<file path="config.mk">
export PLATFORM = sky130hd
export DESIGN_NAME = stream_upsizer_arbiter
export DESIGN_NICKNAME = d
export VERILOG_FILES = /design/src/rtl/stream_upsizer_arbiter.sv
export SDC_FILE = /design/constraint.sdc
export NUM_CORES = 1
export LEC_CHECK = 0
export CORE_ASPECT_RATIO = 2
export CORE_MARGIN = 2
export CORE_UTILIZATION = 35
export DETAILED_ROUTE_END_ITERATION = 8
export GPL_TIMING_DRIVEN = 0
export PLACE_DENSITY = 0.73
export SLEW_MARGIN = 30
export SYNTH_ARGS = -nofsm -noshare
export SYNTH_HDL_FRONTEND = slang
export SYNTH_SLANG_ARGS = --single-unit
</file>
<file path="constraint.sdc">
create_clock -name clk -period 2.4 [get_ports clk]
set_input_delay 0.6 -clock clk [delete_from_list [all_inputs] [get_ports clk]]
set_output_delay 0.6 -clock clk [all_outputs]
set_load 0.01 [all_outputs]
</file>
<file path="src/rtl/stream_upsizer_arbiter.sv">
// Round-robin arbiter that funnels N narrow streams into one stream_upsizer input.
// Grants end only on upsizer word boundaries; a short packet tail is completed with zero pad beats.
module stream_upsizer_arbiter #(
  parameter int N         = 4,
  parameter int DW_IN     = 8,
  parameter int SCALE     = 4,
  parameter int MAX_BEATS = 16,
  parameter int IDW       = $clog2(N)
) (
  input  logic                 clk,
  input  logic                 rst_n,
  input  logic [N*DW_IN-1:0]   s_data_i,
  input  logic [N-1:0]         s_valid_i,
  input  logic [N-1:0]         s_last_i,
  output logic [N-1:0]         s_ready_o,
  output logic [DW_IN-1:0]     m_data_o,
  output logic                 m_valid_o,
  input  logic                 m_ready_i,
  output logic [IDW-1:0]       m_id_o,
  output logic                 m_pad_o,
  output logic                 busy_o,
  output logic [1:0]           dbg_state_o
);

  localparam int LW = (SCALE > 1) ? $clog2(SCALE) : 1;
  localparam int BW = $clog2(MAX_BEATS + 1);

  // Handshake: a beat moves when valid and ready are both high at the rising edge;
  // valid never depends on ready, and once raised in PAD it holds until accepted.
  typedef enum logic [1:0] {
    ST_IDLE  = 2'd0,
    ST_GRANT = 2'd1,
    ST_PAD   = 2'd2
  } state_t;

  state_t         state, state_n;
  logic [IDW-1:0] rr_ptr, rr_n;
  logic [LW-1:0]  lane, lane_n;
  logic [BW-1:0]  beats, beats_n;
  logic [IDW-1:0] id_n;
  logic [IDW-1:0] id_inc;
  logic           lane_last;
  logic           xfer;
  logic           pick_valid;
  logic [IDW-1:0] pick_id;
  int             pick_idx;

  assign lane_last   = (lane == LW'(SCALE - 1));
  assign id_inc      = (m_id_o == IDW'(N - 1)) ? '0 : m_id_o + IDW'(1);
  assign busy_o      = (state != ST_IDLE);
  assign dbg_state_o = state;

  // Walk downward so the channel closest above rr_ptr is the last (winning) assignment.
  always_comb begin
    pick_valid = 1'b0;
    pick_id    = '0;
    pick_idx   = 0;
    for (int i = N - 1; i >= 0; i--) begin
      pick_idx = int'(rr_ptr) + i;
      if (pick_idx >= N) pick_idx = pick_idx - N;
      if (s_valid_i[pick_idx]) begin
        pick_valid = 1'b1;
        pick_id    = IDW'(pick_idx);
      end
    end
  end

  always_comb begin
    state_n   = state;
    rr_n      = rr_ptr;
    lane_n    = lane;
    beats_n   = beats;
    id_n      = m_id_o;
    s_ready_o = '0;
    m_data_o  = '0;
    m_valid_o = 1'b0;
    m_pad_o   = 1'b0;
    xfer      = 1'b0;
    case (state)
      ST_IDLE: begin
        beats_n = '0;
        lane_n  = '0;
        if (pick_valid) begin
          id_n    = pick_id;
          state_n = ST_GRANT;
        end
      end
      ST_GRANT: begin
        m_data_o          = s_data_i[m_id_o*DW_IN +: DW_IN];
        m_valid_o         = s_valid_i[m_id_o];
        s_ready_o[m_id_o] = m_ready_i;
        xfer              = m_valid_o & m_ready_i;
        if (xfer) begin
          if (s_last_i[m_id_o]) begin
            if (lane_last) begin
              state_n = ST_IDLE;
              rr_n    = id_inc;
            end else begin
              state_n = ST_PAD;
            end
          end else if (beats == BW'(MAX_BEATS - 1)) begin
            // MAX_BEATS is a multiple of SCALE, so lane is also at the word end here.
            state_n = ST_IDLE;
            rr_n    = id_inc;
          end
        end
      end
      ST_PAD: begin
        m_valid_o = 1'b1;
        m_pad_o   = 1'b1;
        xfer      = m_ready_i;
        if (xfer && lane_last) begin
          state_n = ST_IDLE;
          rr_n    = id_inc;
        end
      end
      default: state_n = ST_IDLE;
    endcase
    if (xfer) begin
      lane_n  = lane_last ? '0 : lane + LW'(1);
      beats_n = beats + BW'(1);
    end
  end

  always_ff @(posedge clk or negedge rst_n) begin
    if (!rst_n) begin
      state  <= ST_IDLE;
      rr_ptr <= '0;
      lane   <= '0;
      beats  <= '0;
      m_id_o <= '0;
    end else begin
      state  <= state_n;
      rr_ptr <= rr_n;
      lane   <= lane_n;
      beats  <= beats_n;
      m_id_o <= id_n;
    end
  end

endmodule

</file>
# ---- After elaboration in Yosys (flattened, before gate mapping)
# Index checks and enable logic that the tools add are counted.
dict set report op_classes {
  n_addsub 10
  order_cmp 10
  eq_ne 10
  shift 1
  mux 54
  bitwise_logic 2
  n_reduce_logical 9
}
# op count
set op_table {}
lappend op_table {{less-than comparator 32 x 4 -> 1 bit, second input constant} 4}
lappend op_table {{two-way mux 32 bit} 4}
lappend op_table {{two-way mux 2 bit} 19}
lappend op_table {{variable part select 32 x 6 -> 8 bit} 1}
lappend op_table {{two-way mux 1 bit} 16}
lappend op_table {{binary-select mux 1 bit (select 2 bit)} 6}
lappend op_table {{subtractor 3 x 3 -> 4 bit, second input constant} 3}
lappend op_table {{two-way mux 5 bit} 2}
lappend op_table {{>= comparator 3 bit, second input constant} 3}
lappend op_table {{two-way mux 8 bit} 1}
lappend op_table {{adder 2 x 2 -> 3 bit, second input constant} 2}
lappend op_table {{== test 2 bit, second input constant} 3}
lappend op_table {{inequality test 2 bit, second input constant} 3}
lappend op_table {{inequality test 3 bit, second input constant} 2}
lappend op_table {{one-hot mux 2 bit (3 select lines)} 1}
lappend op_table {{nonzero test 2 bit} 3}
lappend op_table {{adder 5 x 1 -> 5 bit, second input constant} 1}
lappend op_table {{== test 5 x 4 -> 1 bit, second input constant} 1}
lappend op_table {{AND reduction 5 bit} 1}
lappend op_table {{adder 2 x 1 -> 2 bit, second input constant} 2}
lappend op_table {{bitwise AND 4 bit} 1}
lappend op_table {{two-way mux 4 bit} 1}
lappend op_table {{one-hot mux 1 bit (2 select lines)} 2}
lappend op_table {{one-hot mux 2 bit (2 select lines)} 1}
lappend op_table {{12 further kinds} 13}
dict set report totals {
  ff_bits 13
  in_bits 43
  out_inout_bits 19
}

# ---- Logic depth before layout (Yosys ltp)
# Gate-level depths: netlist of the first run.
dict set report depth {
  ltp_word 12
  ltp_mapped 8
  ltp_nobuf 7
}

# ---- Least setup slack after synthesis of the first run
# Ideal clock, no wire load.
dict set report synth_timing {
  path_type {register -> output}
  from {register m_id_o[0]}
  to {output m_data_o[0]}
  arrival_ns 1.546
  required_ns 1.800
  slack_ns 0.254
  path_stages_with_launch 5
  n_path_buf 2
  cell_sequence {dfrtp_1 -> buf_6 -> buf_2 -> mux4_2 -> and2_1}
}
dict set report synth_via {
  elab_chain_cells 2
}
# item line
set synth_rtl {}
lappend synth_rtl {{start: declaration} 19} ;# output logic [IDW-1:0] m_id_o,
lappend synth_rtl {{start signal: assignment} 137} ;# m_id_o <= id_n;
lappend synth_rtl {{variable part select 32 x 6 -> 8 bit} 89} ;# m_data_o = s_data_i[m_id_o*DW_IN +: DW_IN];
lappend synth_rtl {{two-way mux 8 bit} 79} ;# case (state)
lappend synth_rtl {{end: declaration} 16} ;# output logic [DW_IN-1:0] m_data_o,
# Every way passes these cells.

# ---- Worst setup path after layout of the first run
dict set report layout_timing {
  from {input s_data_i[19]}
  to {output m_data_o[3]}
}
dict set report layout_via {
  elab_chain_cells 2
}
# item line
set layout_rtl {}
lappend layout_rtl {{start: declaration} 12} ;# input logic [N*DW_IN-1:0] s_data_i,
lappend layout_rtl {{variable part select 32 x 6 -> 8 bit} 89}
lappend layout_rtl {{two-way mux 8 bit} 79}
# Every way passes these cells.

==> impl_metrics.tcl, run 1 <==
set metrics [dict create \
    setup_tns_ns 0 \
    outcome "finished, final reports clean" \
    final_hold_viol_count 0 \
    fin_util 0.5688 \
    routed_wl_mm 4.309 \
    ys.flop_type "dfrtp_1" \
    fmax_mhz 422.4 \
    synthCells 142 \
    finalCritPeriodShare 0.9865 \
    async_flop_share 1.000 \
    design_area_um2 2163 \
    gp_congestion 0.8259 \
    clk_pin_slew_ns 0.05 \
    antenna_found_initial 0 \
    slew_headroom 0.5817 \
    rsz0062_at_grt "no" \
    synth_cell_type_count 43 \
    vias 1448 \
    rrSetupSlack_ns 0.16 \
    power.density_nw_per_um2 954.9 \
    critPathMaxStageDelay_ns 0.45 \
    synth_compound_area_frac 0.1798 \
    die_w_um 48.14 \
    drcViolationCount 0 \
    grt_start_max_net_pins 14 \
    clockBufferDepth 2 \
    synth_top_family_by_area "simple AND/OR/NAND/NOR gates" \
    final_nets 271 \
    num_rows 32 \
    place_area_um2 2038 \
    grt_pass1_wl_mm 6.313 \
    n_fill_cell 375 \
    crit_fanout 1 \
    synthSimpleGateAreaFrac 0.2202 \
    cts_tree "done" \
    track_usage 0.1985 \
    arrival_ns 1.77 \
    coreArea_um2 3804 \
    hold_buffers 0 \
    synthAdderAreaFrac 0.09174 \
    grt_pass1_vias 1412 \
    r2r_start "beats[0]$_DFFE_PN0P_" \
    overflow 0 \
    insertion_delay_ns 0.25 \
    tightest_slew_ns 0.6218 \
    dp_hpwl_mm 3.410 \
    reg2reg_depth 7 \
    ant_nets 0 \
    yosys_warnings 0 \
    dieArea_um2 4442 \
    cp-end-kind "output pin" \
    dr.pass1.iters 4 \
    worstSetupStartpointType "input port" \
    via_per_inst 5.403 \
    portBuffers 61 \
    numCtsBuffers 3 \
    min_path_cells 1 \
    multi_input_area_um2 964.7 \
    wl_per_cell_um 16.08 \
    synth_xor_area_frac 0 \
    cts_sinks 13 \
    area_growth_pct 58.62 \
    cp_slowest_cell "mux4_2" \
    synth_edf_count 0 \
    path_class "in -> out" \
    leakage_uw 0.0009670 \
    syn_area_um2 1364 \
    io_pins 62 \
    crit_chain "clkdlybuf4s50_1 -> mux4_2 -> and2_1 -> buf_2" \
    total_power_uw 2066 \
    die_h_um 92.28 \
    ir_drop_uv 656.9 \
    whs_ns 0.5461 \
    start_util 0.3586 \
    fin_crit_ns 2.368 \
    cap_violations 0 \
    maxSlewViolCount 0 \
    drt_iter0_drc 28 \
    ys_ff_latch 13 \
    setup_viol_count_final 0 \
    r2r-end "rr_ptr[0]$_DFFE_PN0P_" \
    hp-start "lane[0]$_DFFE_PN0P_" \
    hold_class "reg -> reg" \
    layout.area.seq_um2 326.6 \
    postSynthAreaPerCell_um2 9.604 \
    diodes 0 \
    synthMuxAreaShare 0.2128 \
    clock-skew-final_ns 0.001485 \
    layout-drive-gt1-share 0.2350 \
    cp.required_ns 1.80 \
    htree_levels 1 \
    ctsRootBufferMaster "clkbuf_8" \
    ys_seq_area_frac 0.2385 \
    synth_fp_nets 195 \
    hold_end "lane[0]$_DFFE_PN0P_" \
]
-- cells by family (layout without fill, tap and decap cells) --
kind of cell,count (synthesis),count (layout)
buf+inv,18,93
fa+ha+maj,10,10
flops,13,13
mux,15,15
simple gates,55,55
compound gates,31,31
-- per-stage QoR --
step                instances  setup WS [ns]
detailed placement        254        -0.5517
CTS                       264        0.01131
global route              268      0.0001318
global placement          254        -0.5602
floorplan                 142         0.2541
finish                    268        0.03244
-- placed cells by master (no fill, tap or decap), types with 4 or more instances in the layout --
| cell | instances |
|---|---|
| nand3_1 | 5 |
| buf_2 | 8 |
| clkbuf_8 | 6 |
| o21ai_0 | 7 |
| inv_1 | 10 |
| and3_1 | 6 |
| dlygate4sd2_1 | 7 |
| nor2b_1 | 4 |
| mux4_2 | 8 |
| buf_4 | 11 |
| nor2_1 | 6 |
| dfrtp_1 | 12 |
| and2_1 | 7 |
| nand2_1 | 13 |
| ha_1 | 9 |
| clkdlybuf4s50_1 | 43 |
-- power breakdown --
part           internal [uW]  leakage (uW)  switching [uW]  total [uW]
clock                    118     0.0000228            83.4         201
combinational            793      0.000773             726        1520
sequential               286      0.000171            60.0         346
-- layer usage --
| layer | share of wire | track usage | vias to the layer above |
|---|---|---|---|
| met5 | 0 | 0 | - |
| met2 | 0.60 | 0.3860 | 52 |
| met4 | 0.032 | 0.08784 | 0 |
| met1 | 0.33 | 0.1736 | 698 |
| li1 | - | - | 687 |
| met3 | 0.044 | 0.02362 | 11 |
-- worst max path at each step --
stage,end,cells past startpoint,from
2_1_floorplan,m_data_o[0],4,m_id_o[0]$_DFFE_PN0P_
3_3_place_gp,m_valid_o,4,s_valid_i[3]
3_5_place_dp,m_valid_o,4,s_valid_i[3]
4_1_cts,s_ready_o[3],5,dbg_state_o[1]$_DFFE_PN0P_
5_1_grt,m_data_o[3],4,s_data_i[19]
6_report,m_data_o[3],4,s_data_i[19]
-- worst max-delay path, delay by kind of cell --
kind                   cells  cell delay, ns
buffers and inverters      2            0.56
muxes                      1            0.45
and+or+nand+nor            1            0.16
-- cell type report --
class,instances,share of cell area
Inverter,11,0.01909
Clock buffer,4,0.02082
Buffer,7,0.03702
Timing Repair Buffer,71,0.2967
Multi-Input combinational cell,111,0.4459
Tap cell,51,0.02950
Sequential cell,13,0.1510
-- synth_stat cells, drive strengths merged (2+ instances only) --
| library cell | number | area share |
|---|---|---|
| nand3 | 5 | 0.018 |
| and3 | 6 | 0.028 |
| and2 | 10 | 0.046 |
| mux4 | 10 | 0.17 |
| nor3 | 2 | 0.011 |
| clkbuf | 4 | 0.011 |
| o21ai | 7 | 0.026 |
| dfrtp | 13 | 0.24 |
| nand2 | 13 | 0.036 |
| o22ai | 4 | 0.023 |
| nor2b | 4 | 0.018 |
| nand3b | 2 | 0.011 |
| buf | 3 | 0.016 |
| inv | 11 | 0.030 |
| ha | 10 | 0.092 |
| o221ai | 4 | 0.035 |
| mux2 | 3 | 0.025 |
| a21oi | 3 | 0.011 |
| a21boi | 2 | 0.011 |
| or4 | 2 | 0.011 |
| mux2i | 2 | 0.015 |
| a211oi | 2 | 0.011 |
| nor2 | 6 | 0.017 |
-- sequential cells by signal, indices dropped and copies added (netlist names) --
register     count
rr_ptr           2
lane             2
dbg_state_o      2
beats            5
m_id_o           2
-- repair_timing --
action	4_1_cts	5_1_grt
pin swaps	1	2
endpoints found under the hold margin	0	0
setup endpoints to repair	13	8
buffers inserted	6	4
resized for setup	59	6
Power figures use the tool's default switching activity.
==> run 2, diff against run 1 <==
--- a/config.mk
+++ b/config.mk
@@ -7,10 +7,10 @@
 export LEC_CHECK = 0
 export CORE_ASPECT_RATIO = 2
 export CORE_MARGIN = 2
-export CORE_UTILIZATION = 35
+export CORE_UTILIZATION = 38
 export DETAILED_ROUTE_END_ITERATION = 8
 export GPL_TIMING_DRIVEN = 0
-export PLACE_DENSITY = 0.73
+export PLACE_DENSITY = 0.81
 export SLEW_MARGIN = 30
 export SYNTH_ARGS = -nofsm -noshare
 export SYNTH_HDL_FRONTEND = slang
==> constraint.sdc (replaced) <==
create_clock -name clk -period 2 [get_ports clk]
set_input_delay 0.5 -clock clk [delete_from_list [all_inputs] [get_ports clk]]
set_output_delay 0.5 -clock clk [all_outputs]
set_load 0.01 [all_outputs]
==> run 2 against run 1 <==
Against the previous run:
- the run now ends with setup timing left
- clock-buffer cell count is the same
- clock power grew 22%
- first-iteration DRC count grew 43%
- largest cell class unchanged
==> impl_metrics.tcl, run 2 (synthesized netlist as in run 1, its figures left out) <==
set metrics [dict create \
    drt_iter0_drc 40 \
    hold_buffers 0 \
    path_class "in -> out" \
    finalCritPeriodShare 1.098 \
    diodes 0 \
    track_usage 0.2325 \
    via_per_inst 5.754 \
    area_growth_pct 79.36 \
    hp-start "lane[0]$_DFFE_PN0P_" \
    ctsRootBufferMaster "clkbuf_8" \
    grt_util_met3 0.04694 \
    cts_sinks 13 \
    hold_class "reg -> reg" \
    largest_reg_flops 5 \
    ir_drop_uv 765.1 \
    cap_violations 0 \
    setup_viol_count_final 14 \
    grt_start_max_net_pins 14 \
    fmax_mhz 455.5 \
    final_common_cell "clkdlybuf4s50_1" \
    antenna_found_initial 0 \
    layout-drive-gt1-share 0.3816 \
    clock-skew-final_ns 0.002677 \
    dieArea_um2 4113 \
    clk_pin_slew_ns 0.06 \
    hold_end "lane[0]$_DFFE_PN0P_" \
    cp-end-kind "output pin" \
    grt_pass1_vias 1590 \
    overflow 0 \
    num_rows 30 \
    whs_ns 0.5435 \
    fin_crit_ns 2.196 \
    cp.required_ns 1.50 \
    drcViolationCount 0 \
    power.density_nw_per_um2 1328 \
    clockBufferDepth 2 \
    final_nets 282 \
    dr.pass1.iters 4 \
    coreArea_um2 3416 \
    grt.busiest_layer "met2" \
    start_util 0.3993 \
    fin_ws_ns -0.1956 \
    htree_levels 1 \
    ant_nets 0 \
    slew_headroom 0.5844 \
    grt_use_met1 0.1992 \
    r2r_start "m_id_o[0]$_DFFE_PN0P_" \
    place_area_um2 2037 \
    gp_congestion 0.7859 \
    insertion_delay_ns 0.25 \
    portBuffers 61 \
    tightest_slew_ns 0.6215 \
    numCtsBuffers 3 \
    design_area_um2 2446 \
    vias 1588 \
    io_pins 62 \
    arrival_ns 1.70 \
    rrSetupSlack_ns -0.08 \
    die_h_um 88.72 \
    routed_wl_mm 5.309 \
    violations "setup timing" \
    die_w_um 46.36 \
    dp_hpwl_mm 3.253 \
    grt_pass1_wl_mm 6.969 \
    min_path_cells 1 \
    leakage_uw 0.001072 \
    crit_fanout 1 \
    reg2reg_depth 7 \
    final_hold_viol_count 0 \
    r2r-end "rr_ptr[1]$_DFFE_PN0P_" \
    worstSetupStartpointType "input port" \
    pre_cts_slack_ns -0.7434 \
    rsz0062_at_grt "yes" \
    regMostFlops "beats" \
    layout_common_cells "clkdlybuf4s50_1, buf_4, nand2_1, dfrtp_1" \
    grt_use_met2 0.4407 \
    cts_tree "done" \
    wl_per_cell_um 19.24 \
    outcome "finished with violations" \
    maxSlewViolCount 0 \
]
run 2: changes by cell type in the layout (fill, tap and decap cells not counted), moves of 3 or more:
| cell | change |
|---|---|
| and2_4 | +4 |
| dlygate4sd2_1 | +3 |
| and2_1 | -4 |
| clkdlybuf4s50_1 | -8 |
| buf_4 | +5 |
| ha_1 | -5 |
| ha_2 | +3 |
| buf_12 | +4 |
| buf_6 | +8 |
run 2: area by class of cell:
cell class | instances | area (um2)
plain buffers | 7 | 96.34
clock buffers | 4 | 45.04
fillers | 235 | 969.7
inverters | 11 | 41.29
multi-input cells | 111 | 1079
flip-flops and latches | 13 | 326.6
well taps | 48 | 60.06
repair buffers | 82 | 798.3
run 2: routing by layer:
layer,share of wire,vias up,wire length [um]
met4,0.054,0,288
met1,0.33,772,1731
li1,-,709,-
met5,0,-,0
met3,0.072,28,380
met2,0.55,79,2908
run 2: worst max-delay path by stage:
stage,start,to,slack [ns],depth (start not counted)
final,s_data_i[26],m_data_o[2],-0.20,4
after global routing,s_data_i[26],m_data_o[2],-0.21,4
after CTS,m_id_o[0]$_DFFE_PN0P_,m_data_o[4],-0.19,6
after detailed placement,m_ready_i,s_ready_o[1],-0.74,4
after global placement,m_ready_i,s_ready_o[1],-0.74,4
after floorplan,m_id_o[0]$_DFFE_PN0P_,m_data_o[0],0.03,4
run 2: timing repair:
action                     CTS  global route
cloned                       1             1
gates resized for setup     95            34
pin swaps                   15             8
setup buffers               14             6
setup endpoints to repair   20            21
run 2: through the flow:
step	power, uW	util	std cells	setup TNS, ns
after floorplan	1452	-	142	0
after global placement	2078	0.5963	251	-11.29
after detailed placement	2102	0.5963	251	-11.55
after CTS	2777	0.6744	270	-1.267
after global routing	3440	0.7161	276	-2.149
final	3248	0.7161	276	-1.530
run 2: worst max-delay path, stage by stage:
cell and delay, ns:
clkdlybuf4s50_1 0.43, mux4_2 0.50, and2_4 0.16, buf_6 0.11
run 2: report_power, final:
group	internal (uW)	switching [uW]	total, uW
sequential	342	73.0	415
combinational	1440	1140	2590
clock	141	105	246
total	1930	1320	3250
